### src/rtl/matriz_loader.sv
// Streams N*N elements row-major into a packed DIM x DIM matrix register.
// Define MATRIZ_LOADER_CLEAR_EN to zero the whole matrix on each accepted start.
module matriz_loader #(
    parameter int ELEM_W = 8,
    parameter int DIM    = 5
) (
    input  logic                      clk,
    input  logic                      rst,
    input  logic [2:0]                size,
    input  logic                      start,
    input  logic [ELEM_W-1:0]         in_data,
    input  logic                      in_valid,
    output logic                      in_ready,
    output logic [DIM*DIM*ELEM_W-1:0] matriz_out,
    output logic                      out_valid,
    input  logic                      out_ack,
    output logic                      busy,
    output logic                      err
);

    typedef enum logic [1:0] {
        IDLE,
        LOAD,
        DONE
    } state_t;

    localparam logic [2:0] DIM_L = 3'(DIM);

    state_t     state;
    state_t     state_nx;
    logic [2:0] n;
    logic [2:0] row;
    logic [2:0] col;
    logic       size_ok;
    logic       accept;
    logic       hs;
    logic       last;

    assign size_ok = (size >= 3'd2) && (size <= DIM_L);
    assign accept  = (state == IDLE) && start && size_ok;
    assign hs      = (state == LOAD) && in_valid;
    assign last    = (row == n - 3'd1) && (col == n - 3'd1);

    assign in_ready  = (state == LOAD);
    assign out_valid = (state == DONE);
    assign busy      = (state != IDLE);

    always_ff @(posedge clk or posedge rst) begin
        if (rst) begin
            state <= IDLE;
        end else begin
            state <= state_nx;
        end
    end

    always_comb begin
        state_nx = state;
        case (state)
            IDLE: if (accept) state_nx = LOAD;
            LOAD: if (hs && last) state_nx = DONE;
            DONE: if (out_ack) state_nx = IDLE;
            default: state_nx = IDLE;
        endcase
    end

    always_ff @(posedge clk or posedge rst) begin
        if (rst) begin
            n          <= '0;
            row        <= '0;
            col        <= '0;
            err        <= 1'b0;
            matriz_out <= '0;
        end else begin
            err <= (state == IDLE) && start && !size_ok;
            if (accept) begin
                n   <= size;
                row <= '0;
                col <= '0;
`ifdef MATRIZ_LOADER_CLEAR_EN
                matriz_out <= '0;
`else
                matriz_out <= matriz_out;
`endif
            end
            if (hs) begin
                // Only the addressed (row,col) slot is written; others hold.
                for (int i = 0; i < DIM; i++) begin
                    for (int j = 0; j < DIM; j++) begin
                        if (row == 3'(i) && col == 3'(j)) begin
                            matriz_out[i*DIM*ELEM_W + j*ELEM_W +: ELEM_W] <= in_data;
                        end
                    end
                end
                if (col == n - 3'd1) begin
                    col <= '0;
                    row <= row + 3'd1;
                end else begin
                    col <= col + 3'd1;
                end
            end
        end
    end

endmodule
### config.mk
export PLATFORM = sky130hd
export DESIGN_NAME = matriz_loader
export DESIGN_NICKNAME = d
export VERILOG_FILES = /design/src/rtl/matriz_loader.sv
export SDC_FILE = /design/constraint.sdc
export NUM_CORES = 1
export LEC_CHECK = 0
export CAP_MARGIN = 20
export CORE_ASPECT_RATIO = 0.8
export CORE_MARGIN = 8
export CORE_UTILIZATION = 30
export CTS_CLUSTER_DIAMETER = 30
export DETAILED_ROUTE_END_ITERATION = 7
export GPL_TIMING_DRIVEN = 0
export PLACE_DENSITY = 0.6
export SYNTH_ARGS = -nofsm -noshare
export SYNTH_HDL_FRONTEND = slang
export SYNTH_SLANG_ARGS = --single-unit
### constraint.sdc
create_clock -name clk -period 12.45 [get_ports clk]
set_input_delay 3.735 -clock clk [delete_from_list [all_inputs] [get_ports clk]]
set_output_delay 3.735 -clock clk [all_outputs]
set_load 0.02 [all_outputs]
-- After elaboration in Yosys (flattened, before gate mapping)
Cells that the tools add are included.
- bits in read-only memories: 0
- latch bits: 0
- input bits: 16
- memories: 0
- bits in writable memories: 0
- register bits: 212
- output and inout port bits: 204
- add/subtract/negate cells: 3
- order comparisons: 2
- $mul: 0
- equality and inequality tests: 15
- shift operators: 0
- divide/modulo/power cells: 0
- reduce and logical (&&, ||, !) cells: 64
- bitwise gates (word level): 0
- multiplexer cells: 10
- operators with widths (operator ; count):
    2-bit AND reduction ; 25
    1-bit logical AND ; 32
    3-bit two-way mux ; 6
    3-bit by 2-bit == test with 1-bit output (second input constant) ; 4
    3-bit by 1-bit adder with 3-bit output (second input constant) ; 2
    3-bit by 1-bit == test with 1-bit output (second input constant) ; 2
    3-bit == test ; 2
    3-bit == test (second input constant) ; 2
    3-bit zero test ; 2
    2-bit two-way mux ; 3
    2-bit case mux with 3 select lines ; 1
    2-bit by 1-bit inequality test with 1-bit output (second input constant) ; 2
    2-bit nonzero test ; 2
    3-bit by 2-bit >= comparator with 1-bit output (second input constant) ; 1
    3-bit less-or-equal comparator (second input constant) ; 1
    3-bit AND reduction ; 1
    3-bit by 1-bit subtractor with 3-bit output (second input constant) ; 1
    2-bit by 1-bit == test with 1-bit output (second input constant) ; 1
    2-bit == test (second input constant) ; 1
    2-bit zero test ; 1
    2-bit inequality test (second input constant) ; 1
    1-bit zero test ; 1

-- Depth between registers and ports, before layout
Gate-level depths: netlist of the first run.
- depth in word-level cells: 6
- depth in mapped cells: 6
- depth with buffers taken out: 5

-- Least setup slack after synthesis of the first run
OpenSTA, ideal clock, no wires.
- kind: in2reg
- from: input in_valid
- to: register row[1]
- cell stages on the path: 3
- buffers on the path: 0
- path slack: 7.556 ns
- required time: 12.325 ns
- data arrival time: 4.769 ns
- cell sequence: nand3b_1 -> or4_4 -> mux2_4
- longest elaborated chain between the ends: 2
- ends and longest elaborated chain (what ; RTL line ; RTL):
    start, declared ; 12 ; input logic in_valid,
    1-bit logical AND ; 41 ; assign hs = (state == LOAD) && in_valid;
    3-bit two-way mux ; 85 ; if (hs) begin
    end signal, assigned ; 96 ; row <= row + 3'd1;
    end, declared ; 32 ; logic [2:0] row;
No other way between the ends.
A chain may end at the register's enable or synchronous reset.

-- Worst setup path after layout of the first run
- from: register state[0]
- to: output in_ready
- longest elaborated chain between the ends: 1
- ends and longest elaborated chain (what ; RTL line ; RTL):
    start, declared ; 29 ; state_t state;
    start signal, assigned ; 52 ; state <= state_nx;
    2-bit by 1-bit == test with 1-bit output ; 44 ; assign in_ready = (state == LOAD);
    end, declared ; 13 ; output logic in_ready,
No other way between the ends.

==> results of run 1 <==
-- critical path, delay by kind of cell (launching register included) --
family                 cells  cell delay (ns)
buffers and inverters      2             0.88
DFF                        1             0.39
and+or+nand+nor            1             0.26
-- power groups by stage --
| stage | sequential, mW | clock, mW | combinational (mW) |
|---|---|---|---|
| floorplan | 1.40 | 0 | 0.389 |
| CTS | 1.10 | 1.27 | 1.36 |
| global route | 1.14 | 1.32 | 1.41 |
| finish | 1.10 | 1.24 | 1.33 |
| global placement | 1.10 | 0 | 1.34 |
| detailed placement | 1.11 | 0 | 1.35 |
-- registers in the layout, indices dropped and copies added (netlist names) --
register    cells
col             3
err             1
matriz_out    200
n               3
row             3
state           2
-- cell usage after synthesis, drive strengths merged --
master	count	area, um^2
nand3b	2	15.0
nand2	4	15.0
dfrtp	212	5310
o32ai	2	17.5
a2bb2oi	1	8.76
xnor2	5	43.8
inv	10	37.5
nor2b	5	31.3
a21o	1	7.51
nand3	10	90.1
a21oi	3	15.0
a2111oi	1	8.76
nor4	1	6.26
and3b	2	17.5
mux2i	2	20.0
o31ai	1	7.51
mux2	201	2270
o211ai	1	7.51
xor3	2	51.3
xor2	1	8.76
o21ai	6	30.0
nor2	6	32.5
nor3	9	135
nand4	4	37.5
or3b	1	8.76
nand4b	1	8.76
a22o	1	8.76
clkbuf	22	82.6
nand2b	4	25.0
nor3b	1	7.51
ha	11	138
or4	1	11.3
nor4bb	1	10.0
or2	1	6.26
buf	4	22.5
-- metrics by stage --
stage               setup TNS, ns  hold slack [ns]
finish                          0            0.481
global route                    0            0.507
CTS                             0            0.485
detailed placement              0            0.475
global placement           -69.96            0.470
floorplan                       0            0.528
-- worst paths after layout --
path / startpoint / endpoint / slack (ns) / depth (start not counted)
worst max-delay path: state[0] / in_ready / 6.65 / 3
worst min-delay path: matriz_out[21] / matriz_out[21] / 0.48 / 1
worst max register to register: col[0] / matriz_out[27] / 10.21 / 5
worst min register to register: matriz_out[21] / matriz_out[21] / 0.48 / 1
max in group asynchronous: rst / matriz_out[67] / 7.69 / 3
min in group asynchronous: rst / matriz_out[41] / 3.72 / 2
-- cells by family (layout without fill, tap and decap cells) --
family	count (synthesis)	count (layout)	synth area share, %
flops	212	212	62.1
mux	203	203	26.8
simple gates	53	53	5.36
buf+inv	36	344	1.67
compound gates	17	17	1.30
fa+ha+maj	11	11	1.61
xor+xnor	8	8	1.22
-- metal layers --
layer	GRT usage (%)	vias to the layer above	share of wire, %
met3	4.19	38	6.3
met1	19.9	2830	47
met4	4.19	0	1.6
li1	-	2491	-
met5	0	-	0
met2	22.6	147	45
-- area by class of cell --
type	count	area, um^2	area share [%]
clock buffer	59	1320	10.3
sequential	212	5310	41.2
timing repair buffer	220	2220	17.3
buffer	26	105	0.817
tap	370	463	3.60
clock inverter	29	308	2.39
inverter	10	45.0	0.350
multi-input combinational	292	3100	24.1
==> results list, run 1 <==
* Result of the run: complete, no violations
- Power Total: 3.68 mW
- In the global route stage, overall resource usage came out at 14.7%.
- The worst hold path belongs to the class reg2reg.
- OpenSTA, run right after detailed placement, puts the worst setup slack at 6.59 ns.
- Entering global routing, the biggest net connects 109 pins.
- Data arrives at the worst endpoint at 2.06 ns.
- Setup Skew: 0.00915 ns
- Compared with the post-synthesis result, the final layout area differs by 50.6%.
- Including well taps, the total number of placed cells is 1130.
- For the pin with the worst max-slew slack, the measured transition is 0.796 ns.
- Synthesis inferred 212 register bits.
- The repair_antennas step left the layout with diodes totalling 0.
- Clock latency on the worst-skew pair, taken at its later pin, is 0.53 ns.
- Tmin final: 5.80 ns
- I/O pin count: 220
* Final setup violating endpoints: 0
* Synthesized netlist cell count: 540
- Wire per inst: 20.6 um
- Cell with the largest stage delay on the worst path: sky130_fd_sc_hd__clkdlybuf4s50_1
- The H-tree was split into 2 levels.
- Cell at the root of the clock tree: sky130_fd_sc_hd__clkbuf_16
- Y dimension of the die: 167 um
* Detailed Route WL: 25100 um
* Post-layout net count: 838
* Leakage power summed over all cells: 5.80 nW
- Critical path, cell by cell: buf_2 > nor2b_1 > clkdlybuf4s50_1
- Leaving out fill and tap cells, the most frequent cell in the layout is sky130_fd_sc_hd__clkdlybuf4s50_1.
- Capturing element type of the critical path: output pin
* Highest net fanout along the worst path: 10
* Unique masters post-synth: 43
* Antenna viol nets, final: 0
- Cell internal power was estimated by the tool at 2.48 mW.
- The initial antenna violation count came to 0.
- Clock tree from TritonCTS: done
- Total count of hold-check failures in the final report: 0
- The setup path with the least slack is of type reg2out.
* Via count of the first global-routing pass: 6173
- Upper clock frequency limit: 173 MHz
* Vias after detailed routing: 5506
* Power share of the combinational group: 36.2%
- Net switching is 32.5% of the power.
- Post_cts resized: 0
- After detailed routing, the number of remaining DRC violations is 0.
- In this run, flip-flops and latches consume 29.9% of the power.
- Maximum VDD drop: 182 uV
* Reg clk slew, reported paths: 0.05 ns
- Post-Synthesis Mean Instance Area: 15.8 um^2
- Slowest Stage Delay on Critical Path: 0.65 ns
- Power per cell area: 286 nW/um^2
- Measured along the x axis, the die boundary spans 205 um.
* Initial core utilization: 30.4%
* Count of buffers from port buffering: 219
- In this run the power spent charging and discharging nets is 1.19 mW.
* Setup fix buffers added after clock tree synthesis: 0
- The layout has 2520 filler cells.
* RSZ-0062 raised after global routing: false
* Number of nets produced by synthesis: 567
- In this run, CTS created clock tree buffers numbering 49.
- The worst setup path is launched from a flip-flop.
- Counting every sink on the clock net gives 212.
- Data on the critical path is required at its endpoint by 8.71 ns.
- In this run the deepest clock path goes through 3 buffers.
- Portion of total power attributed to the clock network: 33.8%
- Core occupancy in the finished layout: 45.7%
- Starting DRC count in detailed routing: 195
- Grt total ovfl: 0
- The first global-routing pass estimated 39100 um of wire.
- Finished Layout Cells: 1218
- The initialized floorplan defines 55 standard-cell rows.
- Setup slack after layout: 6.65 ns
* Commonest cells after routing, fill and taps aside: sky130_fd_sc_hd__clkdlybuf4s50_1 (219), sky130_fd_sc_hd__dfrtp_1 (212), sky130_fd_sc_hd__mux2_2 (197)
- The region available for standard cell placement spans 28100 um^2.
- Average via count per standard cell: 4.52
* Layout cell share with drive strength beyond 1: 37.0%
* Synthesized cell area: 8550 um^2
* Count of hold-fix buffers inserted at cts: 0
* Warning count from the yosys run: 0
- Fin crit share: 46.6%
- Overall die area: 34200 um^2
* Maximum capacitance violations: 0
* Fraction of the yosys area taken by sequential cells: 62.1%
* Drt pass-1 iters: 4
- Measured against its own limit, the worst slew margin works out to 46.9%.
- After detailed placement, the total cell area comes to 11200 um^2.
- Number of pins with negative max-slew slack in the final report: 0
- Routability cong.: 0.791
- Detailed placer's ending HPWL: 17600 um
- Cell area after layout: 12900 um^2
Note: power is estimated with default switching activity, not from simulation.
==> inputs of run 2 (changes only) <==
--- a/config.mk
+++ b/config.mk
@@ -12,7 +12,7 @@
 export CTS_CLUSTER_DIAMETER = 30
 export DETAILED_ROUTE_END_ITERATION = 7
 export GPL_TIMING_DRIVEN = 0
-export PLACE_DENSITY = 0.6
+export PLACE_DENSITY = 0.61
 export SYNTH_ARGS = -nofsm -noshare
 export SYNTH_HDL_FRONTEND = slang
 export SYNTH_SLANG_ARGS = --single-unit
==> constraint.sdc (replaced) <==
create_clock -name clk -period 5.3 [get_ports clk]
set_input_delay 1.59 -clock clk [delete_from_list [all_inputs] [get_ports clk]]
set_output_delay 1.59 -clock clk [all_outputs]
set_load 0.02 [all_outputs]
==> run 2 against run 1 <==
  * Clock skew grew 0.0098 ns
  * Clock power up 140%
  * Sequential power is 130% higher
  * Clock-buffer cell count decreased by 2
  * Largest power group unchanged
==> results list, run 2 (synthesized netlist as in run 1, its figures left out) <==
- Fill cells in the final layout number 2521.
* Total GRT Usage: 14.4%
* Post-layout net count: 838
- The initial utilization of the core area, before any placement, comes to 30.4%.
* Via count of the first global-routing pass: 5981
* Footprint of the multi-input gates: 3100 um^2
* Layout cell share with drive strength beyond 1: 37.0%
- Worst R2R Start: col[1]
* Starting DRC count in detailed routing: 155
- Post_cts resized: 0
- Area of all sequential standard cells: 5310 um^2
* I/O pin count: 220
- Cell with the largest stage delay on the worst path: sky130_fd_sc_hd__clkdlybuf4s50_1
* Clk Latency, worst-skew pair: 0.53 ns
- Overall die area: 34200 um^2
- Launch instance of the worst min-delay path: matriz_out[21]
* H-tree lvl count: 2
* Vias after detailed routing: 5512
- Die width: 205 um
- First-pass GRT wire length: 37900 um
- The floorplan has 55 rows.
- Area growth from synthesis to final layout: 51.3%
* Slack of the worst reg-to-reg path: 3.11 ns
- Leakage power summed over all cells: 5.81 nW
- Dividing total power by cell area gives a power density of 669 nW/um^2.
* Count of hold-fix buffers inserted at cts: 0
* Detailed Route WL: 24900 um
- Setup slack after layout: 1.64 ns
- Core ar.: 28100 um^2
- Worst Hold Margin: 0.483 ns
- For the worst setup path, the data required time is 3.71 ns.
- In this design, the stage delay of the slowest critical-path cell is 0.65 ns.
- Slew at the pin closest to its max-slew limit: 0.791 ns
- Terminus of the critical flop-to-flop path: matriz_out[3]
* Capturing element type of the critical path: output pin
- Drt drc: 0
- The register with the most flip-flops in the layout has 200 of them.
- The pre-antenna-repair detailed-routing pass consisted of 6 iterations.
* Minimum setup slack after placement: 1.51 ns
- The critical path in this run is classified as reg2out.
* Largest net degree at the start of global routing: 42
* Max clock buf depth: 3
- VDD sags by at most 463 uV.
* Power Total: 8.65 mW
- Y dimension of the die: 167 um
- For the worst flop-to-flop path, the logic depth is 5.
* Num Clock Sinks: 212
* Arrival @ worst endpoint: 2.07 ns
- In this run the clock root is driven by a sky130_fd_sc_hd__clkbuf_16.
* Top Usage Layer GRT: met2
* Reg clk slew, reported paths: 0.05 ns
- The worst path in the final design needs a cycle of 3.66 ns, including I/O delays and setup.
* Final setup violating endpoints: 0
* Maximum capacitance violations: 0
* Relative slew margins: 47.2%
- In the layout the commonest cells are sky130_fd_sc_hd__clkdlybuf4s50_1 (219), sky130_fd_sc_hd__dfrtp_1 (212), sky130_fd_sc_hd__mux2_2 (197).
* Setup Skew: 0.0190 ns
* Highest net fanout along the worst path: 10
- Result of the run: complete, no violations
* Detailed placer's ending HPWL: 17800 um
* Buffering stage count on the worst path with inverters included: 2
- The path class of the tightest hold or removal check is reg2reg.
- The worst setup path is launched from a flip-flop.
- Wire per inst: 20.4 um
- In the global route stage, met1 resource usage came out at 19.0%.
* Antenna violations before repair: 0
* Commonest non-fill, non-tap cell in the layout: sky130_fd_sc_hd__clkdlybuf4s50_1
* Upper clock frequency limit: 274 MHz
- Antenna viol nets, final: 0
* Met2 routing resource usage after global routing: 22.8%
- Num CTS Buffers: 45
- Routability cong.: 0.775
- Counting instances, the worst hold path has a depth of 1.
* Family with the most delay on the worst path: buffers and inverters
- Walking the worst path, the cells encountered are clkbuf_1 > nor2b_1 > clkdlybuf4s50_1.
- Total count of hold-check failures in the final report: 0
* Average via count per standard cell: 4.52
- Register containing the most flip-flops in the final layout: matriz_out
- Setup repair after global routing left no endpoint under its margin.
* Met3 layer usage reported by global route: 4.13%
- Grt total ovfl: 0
- Count of buffers from port buffering: 219
- The worst hold path terminates at matriz_out[21].
- Setup fix buffers added after clock tree synthesis: 0
* Number of pins with negative max-slew slack in the final report: 0
- Fin crit share: 69.0%
- Clock tree from TritonCTS: done
run 2: cell types whose count changed in the layout (fill, tap and decap cells not counted), sizes merged:
cell,previous run,this run
buf,5,9
clkinv,16,12
bufinv,5,7
clkbuf,81,79
clkinvlp,6,7
diode,0,1
inv,12,11
run 2: final cells by class:
type	instances	area share (%)
tap	370	3.58
multi-input combinational	292	24.0
buffer	26	0.813
clock buffer	57	9.85
clock inverter	27	2.69
sequential	212	41.0
inverter	10	0.319
antenna	1	0.0194
timing repair buffer	224	17.7
run 2: where the power goes:
part           internal, mW  switching, mW  leakage (nW)
registers              2.24          0.345          2.78
logic                  1.59           1.55          2.25
clock network          2.04          0.893         0.784
total                  5.86           2.78          5.81
run 2: worst max-delay path by stage:
stage                  start              to  cells past startpoint
floorplan                rst          col[0]                      1
global placement         rst   matriz_out[2]                      2
detailed placement  in_valid  matriz_out[75]                      5
CTS                 state[1]       out_valid                      3
global route        state[1]       out_valid                      3
finish              state[1]       out_valid                      3
run 2: through the flow:
step,util [%],instances,instance area (um^2),setup TNS [ns]
global route,45.9,1218,12900,0
global placement,39.8,1129,11200,-188.58
floorplan,-,540,8550,0
CTS,45.9,1218,12900,0
detailed placement,40.2,1134,11300,0
finish,45.9,1219,12900,0
run 2: layer usage:
| layer | vias up | share of wire (%) |
|---|---|---|
| met1 | 2838 | 45 |
| met2 | 142 | 47 |
| met5 | - | 0 |
| met4 | 0 | 1.6 |
| met3 | 36 | 5.9 |
| li1 | 2496 | - |
==> inputs of run 3 (changes only) <==
--- a/config.mk
+++ b/config.mk
@@ -12,7 +12,7 @@
 export CTS_CLUSTER_DIAMETER = 30
 export DETAILED_ROUTE_END_ITERATION = 7
 export GPL_TIMING_DRIVEN = 0
-export PLACE_DENSITY = 0.61
+export PLACE_DENSITY = 0.6
 export SYNTH_ARGS = -nofsm -noshare
 export SYNTH_HDL_FRONTEND = slang
 export SYNTH_SLANG_ARGS = --single-unit
==> constraint.sdc (replaced) <==
create_clock -name clk -period 3.5 [get_ports clk]
set_input_delay 1.05 -clock clk [delete_from_list [all_inputs] [get_ports clk]]
set_output_delay 1.05 -clock clk [all_outputs]
set_load 0.02 [all_outputs]
==> run 3 against run 2 <==
  * Final area up 0.46%
  * Sequential share of layout area down 0.19 points
  * Combinational power up 52%
  * Register-to-register slack worse by 1.8 ns
  * Largest cell class unchanged
==> results list, run 3 (synthesized netlist as in run 1, its figures left out) <==
* Result of the run: complete, no violations
- Highest net fanout along the worst path: 10
* Standard-cell row count: 55
* Number of pins with negative max-slew slack in the final report: 0
* Setup slack after layout: 0.391 ns
- Buffers inserted to repair hold after CTS numbered 0.
- In the layout the commonest cells are sky130_fd_sc_hd__clkdlybuf4s50_1 (219), sky130_fd_sc_hd__dfrtp_1 (212), sky130_fd_sc_hd__mux2_2 (197).
- The H-tree was split into 2 levels.
- Met3 layer usage reported by global route: 4.21%
- The worst setup path is captured at an output pin.
* Number of fill cells: 2530
- Antenna violations before repair: 1
* Antenna viol nets, final: 0
- In this run, placement finished with an instance count of 1135.
- Post-DP Area: 11300 um^2
- Post_cts resized: 0
* Detailed Route WL: 24900 um
- In this run the post-CTS setup repair buffer count came out at 0.
- Worst EP required: 2.45 ns
- Cells fill 46.1% of the core in the end.
- RSZ-0062 raised after global routing: false
* Drt pass-1 iters: 4
- Measured against its own limit, the worst slew margin works out to 47.1%.
* Minimum setup slack after placement: 0.363 ns
* Setup Skew: 0.0104 ns
- Drt drc: 0
- The design draws 13.2 mW.
- Clock-pin slew was measured on the worst setup and hold paths at 0.05 ns.
- Via count of the first global-routing pass: 6030
* Tmin final: 3.11 ns
* Cell area after layout: 13000 um^2
- For this block, the initial DRC count from the detailed router was 190.
* Post-layout net count: 841
* Overall die area: 34200 um^2
- Grt total ovfl: 0
- The final count of hold timing violations is 0.
- Summing all flip-flop and latch instances after layout gives 5310 um^2.
- First-pass GRT wire length: 38200 um
- Dividing the final minimum period by the clock period gives 88.8%.
* Number of diodes added for antenna fixing: 0
- Arrival @ worst endpoint: 2.06 ns
* Detailed placer's ending HPWL: 17900 um
* Min-Delay Path Class: reg2reg
* Largest net degree at the start of global routing: 39
* Maximum VDD drop: 581 uV
* Finished Layout Cells: 1221
- Register containing the most flip-flops in the final layout: matriz_out
* Type of element launching the critical path: flip-flop
- In the final layout, the multi-input gates occupy 3100 um^2.
- 220 I/O pins were placed.
- Clock tree synthesis found a total of 212 sinks.
- Slew at the pin closest to its max-slew limit: 0.793 ns
* Cell at the root of the clock tree: sky130_fd_sc_hd__clkbuf_16
* Max clock buf depth: 3
* Layout cell share with drive strength beyond 1: 36.8%
* Final setup violating endpoints: 0
* Vias after detailed routing: 5597
- Upper clock frequency limit: 322 MHz
- In this run the most used layer during global routing was met2.
- Power spread over the standard cell area amounts to 1020 nW/um^2.
- Commonest non-fill, non-tap cell in the layout: sky130_fd_sc_hd__clkdlybuf4s50_1
- Leakage power summed over all cells: 5.85 nW
- The die is 205 um wide.
- Max-cap violations in this run came to 0.
- TritonCTS built the clock tree.
- Y dimension of the die: 167 um
* Max FFs per register: 200
* Category of the most critical setup path: reg2out
- At the later pin of the worst-skew pair, clock insertion delay measures 0.52 ns.
* Count of buffers from port buffering: 219
* Num CTS Buffers: 47
* Core ar.: 28100 um^2
- After detailed routing, the average wire length per cell comes to 20.4 um.
- Global routing used 22.4% of the available met2 tracks.
- Once the floorplan was initialized, standard cells occupied 30.4% of the core.
- Total GRT Usage: 14.3%
* Average via count per standard cell: 4.58
- Met1 track utilization from global routing: 18.9%
- The congestion estimate from routability-driven global placement came to 0.752.
* Area growth from synthesis to final layout: 52.0%
[run 3: worst max-delay path, stage by stage, from the launching register on]
cell and delay (ns):
sky130_fd_sc_hd__dfrtp_1 0.38, sky130_fd_sc_hd__buf_2 0.22, sky130_fd_sc_hd__nor2b_1 0.27, sky130_fd_sc_hd__clkdlybuf4s50_1 0.66
[run 3: final cells by class]
type / count / area share, %
inverter: 10 / 0.318
tap: 370 / 3.56
multi-input combinational: 292 / 23.9
timing repair buffer: 225 / 17.8
buffer: 26 / 0.809
clock inverter: 22 / 2.49
sequential: 212 / 40.8
clock buffer: 64 / 10.3
[run 3: metal layers]
layer  routed length, um  vias up
li1                    -     2500
met1               11200     2894
met2               11600      159
met3                1650       42
met4                 450        2
met5                  13        -
[run 3: where the power goes]
part / internal [mW] / switching, mW / total [mW]
clock network: 3.18 / 1.36 / 4.54
registers: 3.39 / 0.518 / 3.91
logic: 2.41 / 2.34 / 4.75
[run 3: path summary, 6_finish.rpt]
check	startpoint	end	slack, ns	cells past startpoint
setup / recovery	state[0]	in_ready	0.39	3
max in group asynchronous	rst	state[1]	1.50	5
setup reg to reg	col[2]	matriz_out[30]	1.31	6
hold / removal	matriz_out[21]	matriz_out[21]	0.49	1
min in group asynchronous	rst	matriz_out[140]	0.92	2
hold reg to reg	matriz_out[21]	matriz_out[21]	0.49	1
[run 3: through the flow]
| step | hold slack (ns) | TNS [ns] |
|---|---|---|
| after global routing | 0.510 | 0 |
| after floorplan | 0.528 | -64.91 |
| after global placement | 0.470 | -455.98 |
| after CTS | 0.489 | 0 |
| final | 0.489 | 0 |
| after detailed placement | 0.478 | 0 |
